## src/rtl/fpu_io_bridge_if.sv

```systemverilog
// FPU request/result bundle between fpu_io_bridge (master) and the FPU core (slave).
//  fpu_valid_o / fpu_ready_i : request handshake, carrying fpu_op_o, fpu_a_o, fpu_b_o
//  fpu_res_valid_i           : one-cycle result strobe, carrying fpu_res_i, fpu_flags_i
interface fpu_io_bridge_if ();
  logic        fpu_valid_o;
  logic        fpu_ready_i;
  logic [2:0]  fpu_op_o;
  logic [31:0] fpu_a_o;
  logic [31:0] fpu_b_o;
  logic        fpu_res_valid_i;
  logic [31:0] fpu_res_i;
  logic [4:0]  fpu_flags_i;

  modport master (
    output fpu_valid_o, fpu_op_o, fpu_a_o, fpu_b_o,
    input  fpu_ready_i, fpu_res_valid_i, fpu_res_i, fpu_flags_i
  );

  modport slave (
    input  fpu_valid_o, fpu_op_o, fpu_a_o, fpu_b_o,
    output fpu_ready_i, fpu_res_valid_i, fpu_res_i, fpu_flags_i
  );
endinterface

```

## src/rtl/fpu_io_bridge.sv

```systemverilog
// Byte-serial pad front/back end for the FPU core.
//  wb_clk_i, wb_rst_i : system clock, async active-high reset
//  rx_data_i/rx_stb_i/rx_frm_i : async pad byte, strobe (rising edge = byte), frame enable
//  tx_ack_i            : async pad ack (rising edge consumes one tx byte)
//  tx_data_o/tx_valid_o: result byte to host
//  busy_o, ovr_o       : frame/op in progress, sticky dropped-strobe flag
//  fpu                 : request/result bundle to the FPU (master side)
// Frame: opcode byte, A (4 bytes MSB first), B (4 bytes MSB first).
// Reply: res[31:24], res[23:16], res[15:8], res[7:0], {timeout, 2'b00, flags}.
module fpu_io_bridge #(
  parameter int unsigned SYNC_STAGES = 2,
  parameter int unsigned TIMEOUT     = 1024
) (
  input  logic                 wb_clk_i,
  input  logic                 wb_rst_i,
  input  logic [7:0]           rx_data_i,
  input  logic                 rx_stb_i,
  input  logic                 rx_frm_i,
  input  logic                 tx_ack_i,
  output logic [7:0]           tx_data_o,
  output logic                 tx_valid_o,
  output logic                 busy_o,
  output logic                 ovr_o,
  fpu_io_bridge_if.master      fpu
);

  localparam int unsigned TW      = $clog2(TIMEOUT);
  localparam int unsigned CNT_W   = 4;
  localparam int unsigned IDX_W   = 3;
  localparam logic [31:0] QNAN    = 32'h7FC0_0000;

  typedef enum logic [1:0] {S_RX, S_ISSUE, S_WAIT, S_TX} state_t;

  // Pad synchronizers plus one edge-detect flop per strobe/ack
  logic [SYNC_STAGES-1:0] stb_sync, frm_sync, ack_sync;
  logic [7:0]             data_sync [SYNC_STAGES];
  logic                   stb_prev, ack_prev;

  always_ff @(posedge wb_clk_i or posedge wb_rst_i) begin
    if (wb_rst_i) begin
      stb_sync <= '0;
      frm_sync <= '0;
      ack_sync <= '0;
      stb_prev <= 1'b0;
      ack_prev <= 1'b0;
      for (int i = 0; i < int'(SYNC_STAGES); i++) data_sync[i] <= '0;
    end else begin
      stb_sync <= {stb_sync[SYNC_STAGES-2:0], rx_stb_i};
      frm_sync <= {frm_sync[SYNC_STAGES-2:0], rx_frm_i};
      ack_sync <= {ack_sync[SYNC_STAGES-2:0], tx_ack_i};
      stb_prev <= stb_sync[SYNC_STAGES-1];
      ack_prev <= ack_sync[SYNC_STAGES-1];
      data_sync[0] <= rx_data_i;
      for (int i = 1; i < int'(SYNC_STAGES); i++) data_sync[i] <= data_sync[i-1];
    end
  end

  logic       stb_edge_c, ack_edge_c, frm_c;
  logic [7:0] data_c;

  // Data sits in a chain of equal depth, so it lines up with the detected strobe edge
  assign stb_edge_c = stb_sync[SYNC_STAGES-1] & ~stb_prev;
  assign ack_edge_c = ack_sync[SYNC_STAGES-1] & ~ack_prev;
  assign frm_c      = frm_sync[SYNC_STAGES-1];
  assign data_c     = data_sync[SYNC_STAGES-1];

  state_t             state_q, state_n;
  logic [CNT_W-1:0]   cnt_q, cnt_n;
  logic [2:0]         op_q, op_n;
  logic [31:0]        a_q, a_n, b_q, b_n;
  logic               valid_q, valid_n;
  logic [TW-1:0]      timer_q, timer_n;
  logic [31:0]        res_q, res_n;
  logic [4:0]         flags_q, flags_n;
  logic               tmo_q, tmo_n;
  logic [IDX_W-1:0]   idx_q, idx_n;
  logic [7:0]         txd_q, txd_n;
  logic               txv_q, txv_n;
  logic               ovr_q, ovr_n;
  logic               busy_q, busy_n;

  // Byte idx of the reply frame
  function automatic logic [7:0] reply_byte(input logic [IDX_W-1:0] idx,
                                            input logic [31:0] r,
                                            input logic [7:0] status);
    logic [7:0] b;
    case (idx)
      IDX_W'(0): b = r[31:24];
      IDX_W'(1): b = r[23:16];
      IDX_W'(2): b = r[15:8];
      IDX_W'(3): b = r[7:0];
      default:   b = status;
    endcase
    return b;
  endfunction

  // Next-state and registered-output logic
  always_comb begin
    state_n = state_q;
    cnt_n   = cnt_q;
    op_n    = op_q;
    a_n     = a_q;
    b_n     = b_q;
    valid_n = valid_q;
    timer_n = timer_q;
    res_n   = res_q;
    flags_n = flags_q;
    tmo_n   = tmo_q;
    idx_n   = idx_q;
    txd_n   = txd_q;
    txv_n   = txv_q;
    ovr_n   = ovr_q;

    case (state_q)
      S_RX: begin
        if (!frm_c) begin
          cnt_n = '0;
        end else if (stb_edge_c) begin
          // Operands shift in MSB first; four shifts fully replace any stale bytes
          if (cnt_q == CNT_W'(0))      op_n = data_c[2:0];
          else if (cnt_q <= CNT_W'(4)) a_n  = {a_q[23:0], data_c};
          else                         b_n  = {b_q[23:0], data_c};
          if (cnt_q == CNT_W'(8)) begin
            cnt_n   = '0;
            state_n = S_ISSUE;
            valid_n = 1'b1;
          end else begin
            cnt_n = cnt_q + CNT_W'(1);
          end
        end
      end
      S_ISSUE: begin
        if (fpu.fpu_ready_i) begin
          valid_n = 1'b0;
          timer_n = '0;
          state_n = S_WAIT;
        end
      end
      S_WAIT: begin
        timer_n = timer_q + TW'(1);
        // A result arriving on the last timer cycle still takes priority
        if (fpu.fpu_res_valid_i) begin
          res_n   = fpu.fpu_res_i;
          flags_n = fpu.fpu_flags_i;
          tmo_n   = 1'b0;
          idx_n   = '0;
          txd_n   = fpu.fpu_res_i[31:24];
          txv_n   = 1'b1;
          state_n = S_TX;
        end else if (timer_q == TW'(TIMEOUT - 1)) begin
          res_n   = QNAN;
          flags_n = '0;
          tmo_n   = 1'b1;
          idx_n   = '0;
          txd_n   = QNAN[31:24];
          txv_n   = 1'b1;
          state_n = S_TX;
        end
      end
      S_TX: begin
        if (ack_edge_c) begin
          if (idx_q == IDX_W'(4)) begin
            txv_n   = 1'b0;
            txd_n   = '0;
            cnt_n   = '0;
            state_n = S_RX;
          end else begin
            idx_n = idx_q + IDX_W'(1);
            txd_n = reply_byte(idx_q + IDX_W'(1), res_q, {tmo_q, 2'b00, flags_q});
          end
        end
      end
      default: state_n = S_RX;
    endcase

    // Strobes outside RX are dropped and flagged
    if (stb_edge_c && (state_q != S_RX)) ovr_n = 1'b1;

    busy_n = (state_n != S_RX) || (cnt_n != CNT_W'(0));
  end

  always_ff @(posedge wb_clk_i or posedge wb_rst_i) begin
    if (wb_rst_i) begin
      state_q <= S_RX;
      cnt_q   <= '0;
      op_q    <= '0;
      a_q     <= '0;
      b_q     <= '0;
      valid_q <= 1'b0;
      timer_q <= '0;
      res_q   <= '0;
      flags_q <= '0;
      tmo_q   <= 1'b0;
      idx_q   <= '0;
      txd_q   <= '0;
      txv_q   <= 1'b0;
      ovr_q   <= 1'b0;
      busy_q  <= 1'b0;
    end else begin
      state_q <= state_n;
      cnt_q   <= cnt_n;
      op_q    <= op_n;
      a_q     <= a_n;
      b_q     <= b_n;
      valid_q <= valid_n;
      timer_q <= timer_n;
      res_q   <= res_n;
      flags_q <= flags_n;
      tmo_q   <= tmo_n;
      idx_q   <= idx_n;
      txd_q   <= txd_n;
      txv_q   <= txv_n;
      ovr_q   <= ovr_n;
      busy_q  <= busy_n;
    end
  end

  assign tx_data_o       = txd_q;
  assign tx_valid_o      = txv_q;
  assign busy_o          = busy_q;
  assign ovr_o           = ovr_q;
  assign fpu.fpu_valid_o = valid_q;
  assign fpu.fpu_op_o    = op_q;
  assign fpu.fpu_a_o     = a_q;
  assign fpu.fpu_b_o     = b_q;

endmodule

```

## src/flat_wrapper.sv

```systemverilog
// flat-port wrapper written by rule: the top's interface ports become plain ports
module fpu_io_bridge_flat 
#(
  parameter int unsigned SYNC_STAGES = 2,
  parameter int unsigned TIMEOUT     = 1024
)
  (wb_clk_i, wb_rst_i, rx_data_i, rx_stb_i, rx_frm_i, tx_ack_i, tx_data_o, tx_valid_o, busy_o, ovr_o, fpu_fpu_valid_o, fpu_fpu_op_o, fpu_fpu_a_o, fpu_fpu_b_o, fpu_fpu_ready_i, fpu_fpu_res_valid_i, fpu_fpu_res_i, fpu_fpu_flags_i);
  fpu_io_bridge_if fpu_i ();
  input  logic wb_clk_i;
  input  logic wb_rst_i;
  input  logic [7:0] rx_data_i;
  input  logic rx_stb_i;
  input  logic rx_frm_i;
  input  logic tx_ack_i;
  output logic [7:0] tx_data_o;
  output logic tx_valid_o;
  output logic busy_o;
  output logic ovr_o;
  output wire logic [$bits(fpu_i.fpu_valid_o)-1:0] fpu_fpu_valid_o;
  output wire logic [$bits(fpu_i.fpu_op_o)-1:0] fpu_fpu_op_o;
  output wire logic [$bits(fpu_i.fpu_a_o)-1:0] fpu_fpu_a_o;
  output wire logic [$bits(fpu_i.fpu_b_o)-1:0] fpu_fpu_b_o;
  input wire logic [$bits(fpu_i.fpu_ready_i)-1:0] fpu_fpu_ready_i;
  input wire logic [$bits(fpu_i.fpu_res_valid_i)-1:0] fpu_fpu_res_valid_i;
  input wire logic [$bits(fpu_i.fpu_res_i)-1:0] fpu_fpu_res_i;
  input wire logic [$bits(fpu_i.fpu_flags_i)-1:0] fpu_fpu_flags_i;
  assign fpu_fpu_valid_o = fpu_i.fpu_valid_o;
  assign fpu_fpu_op_o = fpu_i.fpu_op_o;
  assign fpu_fpu_a_o = fpu_i.fpu_a_o;
  assign fpu_fpu_b_o = fpu_i.fpu_b_o;
  assign fpu_i.fpu_ready_i = fpu_fpu_ready_i;
  assign fpu_i.fpu_res_valid_i = fpu_fpu_res_valid_i;
  assign fpu_i.fpu_res_i = fpu_fpu_res_i;
  assign fpu_i.fpu_flags_i = fpu_fpu_flags_i;
  fpu_io_bridge #(.SYNC_STAGES(SYNC_STAGES), .TIMEOUT(TIMEOUT)) u_core (.wb_clk_i(wb_clk_i), .wb_rst_i(wb_rst_i), .rx_data_i(rx_data_i), .rx_stb_i(rx_stb_i), .rx_frm_i(rx_frm_i), .tx_ack_i(tx_ack_i), .tx_data_o(tx_data_o), .tx_valid_o(tx_valid_o), .busy_o(busy_o), .ovr_o(ovr_o), .fpu(fpu_i));
endmodule
```

## config.mk

```make
export PLATFORM = sky130hd
export DESIGN_NAME = fpu_io_bridge_flat
export DESIGN_NICKNAME = d
export VERILOG_FILES = /design/src/rtl/fpu_io_bridge_if.sv /design/src/rtl/fpu_io_bridge.sv /design/src/flat_wrapper.sv
export SDC_FILE = /design/constraint.sdc
export NUM_CORES = 1
export LEC_CHECK = 0
export CORE_ASPECT_RATIO = 1.2
export CORE_MARGIN = 5
export CORE_UTILIZATION = 30
export CTS_BUF_LIST = sky130_fd_sc_hd__clkbuf_2
export DETAILED_ROUTE_END_ITERATION = 10
export PLACE_DENSITY = 0.49
export SYNTH_ARGS = -nofsm -noshare
export SYNTH_HDL_FRONTEND = slang
export SYNTH_SLANG_ARGS = --single-unit
```

## constraint.sdc

```tcl
create_clock -name wb_clk_i -period 6.8 [get_ports wb_clk_i]
set_input_delay 1.02 -clock wb_clk_i [delete_from_list [all_inputs] [get_ports wb_clk_i]]
set_output_delay 1.02 -clock wb_clk_i [all_outputs]
set_load 0.01 [all_outputs]
```

==> impl_results.md, run 1 <==
- Post-synth top area share: 0.621
- Setup TNS: 0 ps
- Syn_area_per_cell: 13.4 µm²
- Core area: 0.0210 mm²
- Power density over the cells: 316 mW/mm²
- CTS buffer count: 17
- Vias: 4425
- Crit path max fanout: 32
- Synth top cells by count: dfrtp_1 (160), mux2_2 (67), a22o_1 (29)
- Max incr delay on CP: 970 ps
- Root Buffer: clkbuf_2
- Count leader, synth: dfrtp_1
- Maximum VDD drop: 0.000107 V
- Final setup vio count: 0
- Post-route setup slack: 3600 ps
- Hold WC Path Type: reg2reg
- Unique cell type count in the Yosys netlist: 49
- Post-place setup slack: 2970 ps
- Die Footprint: 0.0245 mm²
- Nets@finish: 672
- Critical path's slowest cell: and2_1
- Worst slew pin tran: 1160 ps
- Largest area contributor in the netlist: dfrtp_1
- Clock transition at path regs: 240 ps
- Finished Core Util: 0.393
- H-tree depth: 4
- Min cycle time layout: 3200 ps
- Vias in the first global route: 4718
- Via density: 4.96
- CTS tree: yes
- Largest net degree at the start of global routing: 93
- Status: completed
- Cell row count: 58
- Critical Path End Type: register
- Fin crit share: 0.470
- Clk_lat worst skew: 730 ps
- First-pass GRT wire length: 26100 µm
- CP most frequent cell: buf_4
- Area contributors post-synth: dfrtp_1 (62%), mux2_2 (12%), a22o_1 (3.9%)
- First-pass DRT Iterations: 5
- Port buffer count: 130
- Num ports: 131
- Final Max Slew Viols: 0
- Final GP Congestion: 0.795
- Max Buffers Root-to-Sink: 2
- Crit path buffers/inverters: 3
- Setup bufs post-CTS: 0
- Max Freq: 0.313 GHz
- WS Path Type: reg2reg
- Most common flop cell mapped by yosys: dfrtp_1
- DRC errors left: 0
- Initial antenna violation count: 1
- CP Launch Type: register
- Final Skew: 33.1 ps
- GRT Overall Usage: 0.136
- Total gr overflow: 0
- Area delta synth->final: 28.3%
- HPWL after DPL: 11400 µm
- Clock tree sinks: 160
- Layout cell share with drive strength beyond 1: 0.179
- CTS resizes: 0
- Initial Util: 0.306
- Final instance area: 0.00827 mm²
- Post-DP Area: 0.00805 mm²
- FF-to-FF setup slack: 3600 ps
- Critical path cell sequence: inv_1 -> ha_1 -> and2_1 -> a41oi_2 -> buf_4 -> a22oi_1 -> buf_4 -> o21ai_0 -> o22a_1
- CP arrival: 3830 ps
- Total wire length: 16400 µm
- Yosys warns: 0
- Hold Vio Cnt, Final: 0
- CP top delay family: simple AND/OR/NAND/NOR gates
- Post-synthesis sequential area ratio: 0.621
- Seq cells post-synth: 160
- Max-cap viol count: 0
- Cells after Synth: 479
- Syn Nets: 543
- Rel. slew slack: 0.225
- 1st-iter DRT viols: 208
- DIE HEIGHT: 171 µm
- Setup repair after global routing missed its margin: false
- Asr flop ratio synth: 1.00
- Required time of the critical path: 7430 ps
- Routed length per instance: 18.4 µm
- Cts hold-fix bufs: 0
- Post-route ant nets: 0
- Mapped Area: 0.00644 mm²
- Lkg Pwr: 3.68 nW
- Die width: 144 µm
- EDFF count, synth: 0
routing by layer:
metal | part of all wire | global-route usage
met1 | 0.41 | 0.169
met4 | 0.0094 | 0.0356
met3 | 0.088 | 0.0587
met2 | 0.49 | 0.219
met5 | 0 | 0
path summary, 6_finish.rpt:
check / startpoint / end / cells past startpoint
max in group asynchronous: wb_rst_i / u_core.tx_data_o[1]$_DFFE_PP0P_ / 3
hold / removal: u_core.data_sync[11]$_DFF_PP0_ / u_core.data_c[3]$_DFF_PP0_ / 0
setup reg to reg: u_core.state_q[0]$_DFF_PP0_ / u_core.tx_data_o[5]$_DFFE_PP0P_ / 9
hold reg to reg: u_core.data_sync[11]$_DFF_PP0_ / u_core.data_c[3]$_DFF_PP0_ / 0
setup / recovery: u_core.state_q[0]$_DFF_PP0_ / u_core.tx_data_o[5]$_DFFE_PP0P_ / 9
min in group asynchronous: wb_rst_i / u_core.res_q[18]$_DFFE_PP0P_ / 2
logic make-up (layout without fill, tap and decap cells):
group	Yosys count	after routing	share of synthesized area
compound gates	118	118	0.139
xor+xnor	7	7	0.00952
fa+ha+maj	12	12	0.0233
buf+inv	38	180	0.0231
flops	160	160	0.621
mux	68	68	0.119
other cells	0	1	0
simple gates	76	76	0.0645
cells in the final DEF, fill, tap and decap left out, types with 3 or more instances in the layout:
| cell type | synthesis | routed |
|---|---|---|
| inv_1 | 12 | 11 |
| ha_1 | 12 | 12 |
| xnor2_1 | 3 | 3 |
| a31oi_1 | 7 | 7 |
| nor2_1 | 11 | 11 |
| a21o_1 | 3 | 3 |
| o21ai_0 | 10 | 10 |
| and2_1 | 6 | 6 |
| clkbuf_2 | 0 | 17 |
| buf_4 | 0 | 6 |
| nor3_1 | 3 | 3 |
| nand3_1 | 7 | 7 |
| o22a_1 | 16 | 16 |
| nand3b_1 | 3 | 3 |
| nor2b_1 | 5 | 5 |
| dfrtp_1 | 160 | 160 |
| xor2_1 | 4 | 4 |
| o31a_1 | 5 | 5 |
| nand2_1 | 22 | 22 |
| a22o_1 | 29 | 29 |
| mux2_2 | 67 | 67 |
| a22oi_1 | 19 | 19 |
| clkdlybuf4s50_1 | 0 | 130 |
| nand2b_1 | 3 | 3 |
| inv_6 | 0 | 7 |
| a21oi_1 | 11 | 11 |
where the power goes:
group	total (mW)	leakage (nW)	internal (mW)	switching (mW)
Combinational	0.859	1.50	0.409	0.449
Sequential	1.28	2.06	1.14	0.138
Clock	0.477	0.129	0.107	0.370
area by class of cell:
class,instances,area (µm²)
Clock buffer,17,85.1
Tap cell,270,338
Clock inverter,15,126
Sequential cell,160,4000
Fill cell,2034,12800
Inverter,12,50.0
Antenna cell,1,2.50
Multi-Input combinational cell,281,2320
Timing Repair Buffer,136,1350
metrics by stage:
stage                     hold slack, ps  power, mW  cells
after floorplan                      331       1.80    479
after global placement               333       2.14    859
after detailed placement             335       2.16    859
after CTS                            373       2.65    891
after global routing                 394       2.79    892
final                                382       2.61    892
registers in the layout (all words and copies together), names as in the netlist, 3 cells and up:
register             cells
u_core.fpu.fpu_b_o      32
u_core.res_q            32
u_core.fpu.fpu_a_o      32
u_core.timer_q          10
u_core.cnt_q             4
u_core.fpu.fpu_op_o      3
u_core.data_c            8
u_core.idx_q             3
u_core.data_sync         8
u_core.flags_q           5
u_core.tx_data_o         8
worst reg2reg max path, stage by stage (launching register included):
cell     delay [ps]
dfrtp_1         450
inv_1           130
ha_1            440
and2_1          970
a41oi_2          40
buf_4           300
a22oi_1         220
buf_4           260
o21ai_0         130
o22a_1          200
No activity file was read; power rests on OpenSTA's default activity.
==> inputs of run 2 (changes only) <==
PLACE_DENSITY = 0.51   (was 0.49)
clock period = 2.7 ns   (was 6.8 ns; I/O delays follow)
==> run 2 against run 1 <==
Maximum frequency increased by 30%. Flip-flop and latch count unchanged. Non-clock buffer count rose by 11. Utilization rose by 0.74 points. Global-route usage is 0.15 points lower.
==> impl_results.md, run 2 (synthesis results as in run 1) <==
- Post-DP Area: 0.00813 mm² (+0.92%)
- Total wire length: 16000 µm (-2.8%)
- Clk_lat worst skew: 720 ps (about the same)
- Largest net degree at the start of global routing: 78 (-16%)
- Vias in the first global route: 4761 (+0.91%)
- Fillers: 2036 (+0.098%)
- CP Launch Type: register
- Final GP Congestion: 0.778 (-2.2%)
- Setup repair after global routing missed its margin: false
- Num ports: 131 (unchanged)
- Maximum VDD drop: 0.000304 V (+180%)
- Hold WC Path Type: in2reg
- Final setup vio count: 0 (unchanged)
- H-tree depth: 4 (unchanged)
- GRT Overall Usage: 0.134 (-0.00148)
- Final Skew: 39.6 ps (+6.47 ps)
- Nets@finish: 683 (+1.6%)
- DRC errors left: 0 (unchanged)
- Root Buffer: clkbuf_2
- Lkg Pwr: 3.76 nW (+2.1%)
- Crit path max fanout: 7 (-78%)
- Status: completed
- Initial antenna violation count: 1 (unchanged)
- Commonest non-fill, non-tap cell in the layout: dfrtp_1
- Power density over the cells: 791 mW/mm² (+150%)
- Clock tree sinks: 160 (unchanged)
- Core area: 0.0210 mm² (unchanged)
- HPWL after DPL: 11200 µm (-2.1%)
- First-pass DRT Iterations: 4 (-1)
- Most frequent cells in the layout: dfrtp_1 (160), clkdlybuf4s50_1 (130), mux2_2 (67), a22o_1 (29), nand2_1 (22)
- CTS resizes: 0 (unchanged)
- 1st-iter DRT viols: 152 (-27%)
- Fin crit share: 0.913 (+0.443)
- Final instance area: 0.00842 mm² (+1.9%)
- Cell row count: 58 (unchanged)
- First-pass GRT wire length: 25800 µm (-1.1%)
- Vias: 4429 (+0.090%)
- Initial Util: 0.306 (unchanged)
- Die Footprint: 0.0245 mm² (unchanged)
- Post-route ant nets: 0 (unchanged)
- Port buffer count: 130 (unchanged)
- DIE HEIGHT: 171 µm (unchanged)
- Max-cap viol count: 0 (unchanged)
- CTS buffer count: 17 (unchanged)
- Routed length per instance: 17.7 µm (-4.0%)
- CTS tree: yes
- Critical Path End Type: register
- Worst slew pin tran: 582 ps (-581 ps)
- Via density: 4.90 (-1.1%)
- Rel. slew slack: 0.609 (+0.384)
- Clock transition at path regs: 240 ps (about the same)
- Layout cell share with drive strength beyond 1: 0.184 (+0.00480)
- Final Max Slew Viols: 0 (unchanged)
- Setup TNS: 0 ps (unchanged)
- Die width: 144 µm (unchanged)
- Required time of the critical path: 3310 ps (-4120 ps)
- Hold Vio Cnt, Final: 0 (unchanged)
- WS Path Type: reg2reg
- Max Buffers Root-to-Sink: 2 (unchanged)
- Area delta synth->final: 30.7%
- CP arrival: 3080 ps (-750 ps)
- Max Freq: 0.406 GHz (+30%)
- Total gr overflow: 0 (unchanged)
- Min cycle time layout: 2460 ps (-733 ps)
[run 2: cell types whose count changed in the layout (fill, tap and decap cells not counted)]
| cell | previous run | this run |
|---|---|---|
| clkinv_8 | 1 | 0 |
| clkinv_4 | 2 | 1 |
| clkinvlp_4 | 2 | 1 |
| bufinv_16 | 0 | 1 |
| buf_12 | 0 | 3 |
| inv_8 | 1 | 3 |
| dlygate4sd3_1 | 0 | 6 |
| buf_4 | 6 | 8 |
[run 2: cell type report]
class	instances	area (µm²)	area share
antenna	1	2.50	0.000297
clock buffer	17	85.1	0.0101
clock inverter	15	148	0.0175
inverter	12	48.8	0.00579
multi-input combinational	281	2320	0.275
sequential	160	4000	0.475
tap	270	338	0.0401
timing repair buffer	147	1480	0.176
[run 2: timing repair]
| action | 4_1_cts | 5_1_grt |
|---|---|---|
| hold buffers | 4 | 2 |
| endpoints found under the hold margin | 14 | 2 |
| setup buffers | 0 | 0 |
[run 2: power by group]
group	total (mW)	switching (mW)	internal, mW
Clock	1.30	0.927	0.371
Combinational	2.16	1.10	1.05
Sequential	3.21	0.339	2.87
Total	6.66	2.37	4.30
[run 2: through the flow]
stage               cells  utilization  worst slack (ps)  power [mW]  hold slack [ps]
finish                903        0.400               235        6.66             99.8
global route          903        0.400              72.7        7.13             7.64
CTS                   900        0.399               232        6.78             6.61
detailed placement    864        0.386               272        5.43              336
global placement      864        0.386               312        5.39              332
floorplan             479            -               266        4.54              331
[run 2: worst paths after layout]
path | startpoint | to | slack (ps) | cells past startpoint
min reg2reg | u_core.data_sync[11]$_DFF_PP0_ | u_core.data_c[3]$_DFF_PP0_ | 380 | 0
max | u_core.idx_q[0]$_DFFE_PP0P_ | u_core.busy_o$_DFF_PP0_ | 240 | 7
min | rx_data_i[6] | u_core.data_sync[14]$_DFF_PP0_ | 100 | 1
max reg2reg | u_core.idx_q[0]$_DFFE_PP0P_ | u_core.busy_o$_DFF_PP0_ | 240 | 7
max in group asynchronous | wb_rst_i | u_core.res_q[0]$_DFFE_PP0P_ | 1620 | 4
min in group asynchronous | wb_rst_i | u_core.fpu.fpu_b_o[24]$_DFFE_PP0P_ | 650 | 4
[run 2: critical path: stages (launching register included)]
cell      delay (ps)
dfrtp_1          480
inv_1            110
ha_1             290
nand4b_2         180
a221o_1          320
a21o_1           190
or4_1            500
or3_1            310
[run 2: per-layer routing]
metal / wire length [µm] / global-route usage
met5: 0 / 0
met4: 267 / 0.0487
met3: 1360 / 0.0565
met2: 7800 / 0.215
met1: 6550 / 0.163
==> inputs of run 3 (changes only) <==
CTS_CLUSTER_SIZE = 10   (was unset)
==> results of run 3 <==
The final DEF is identical to that of run 2; final timing and power are the same.
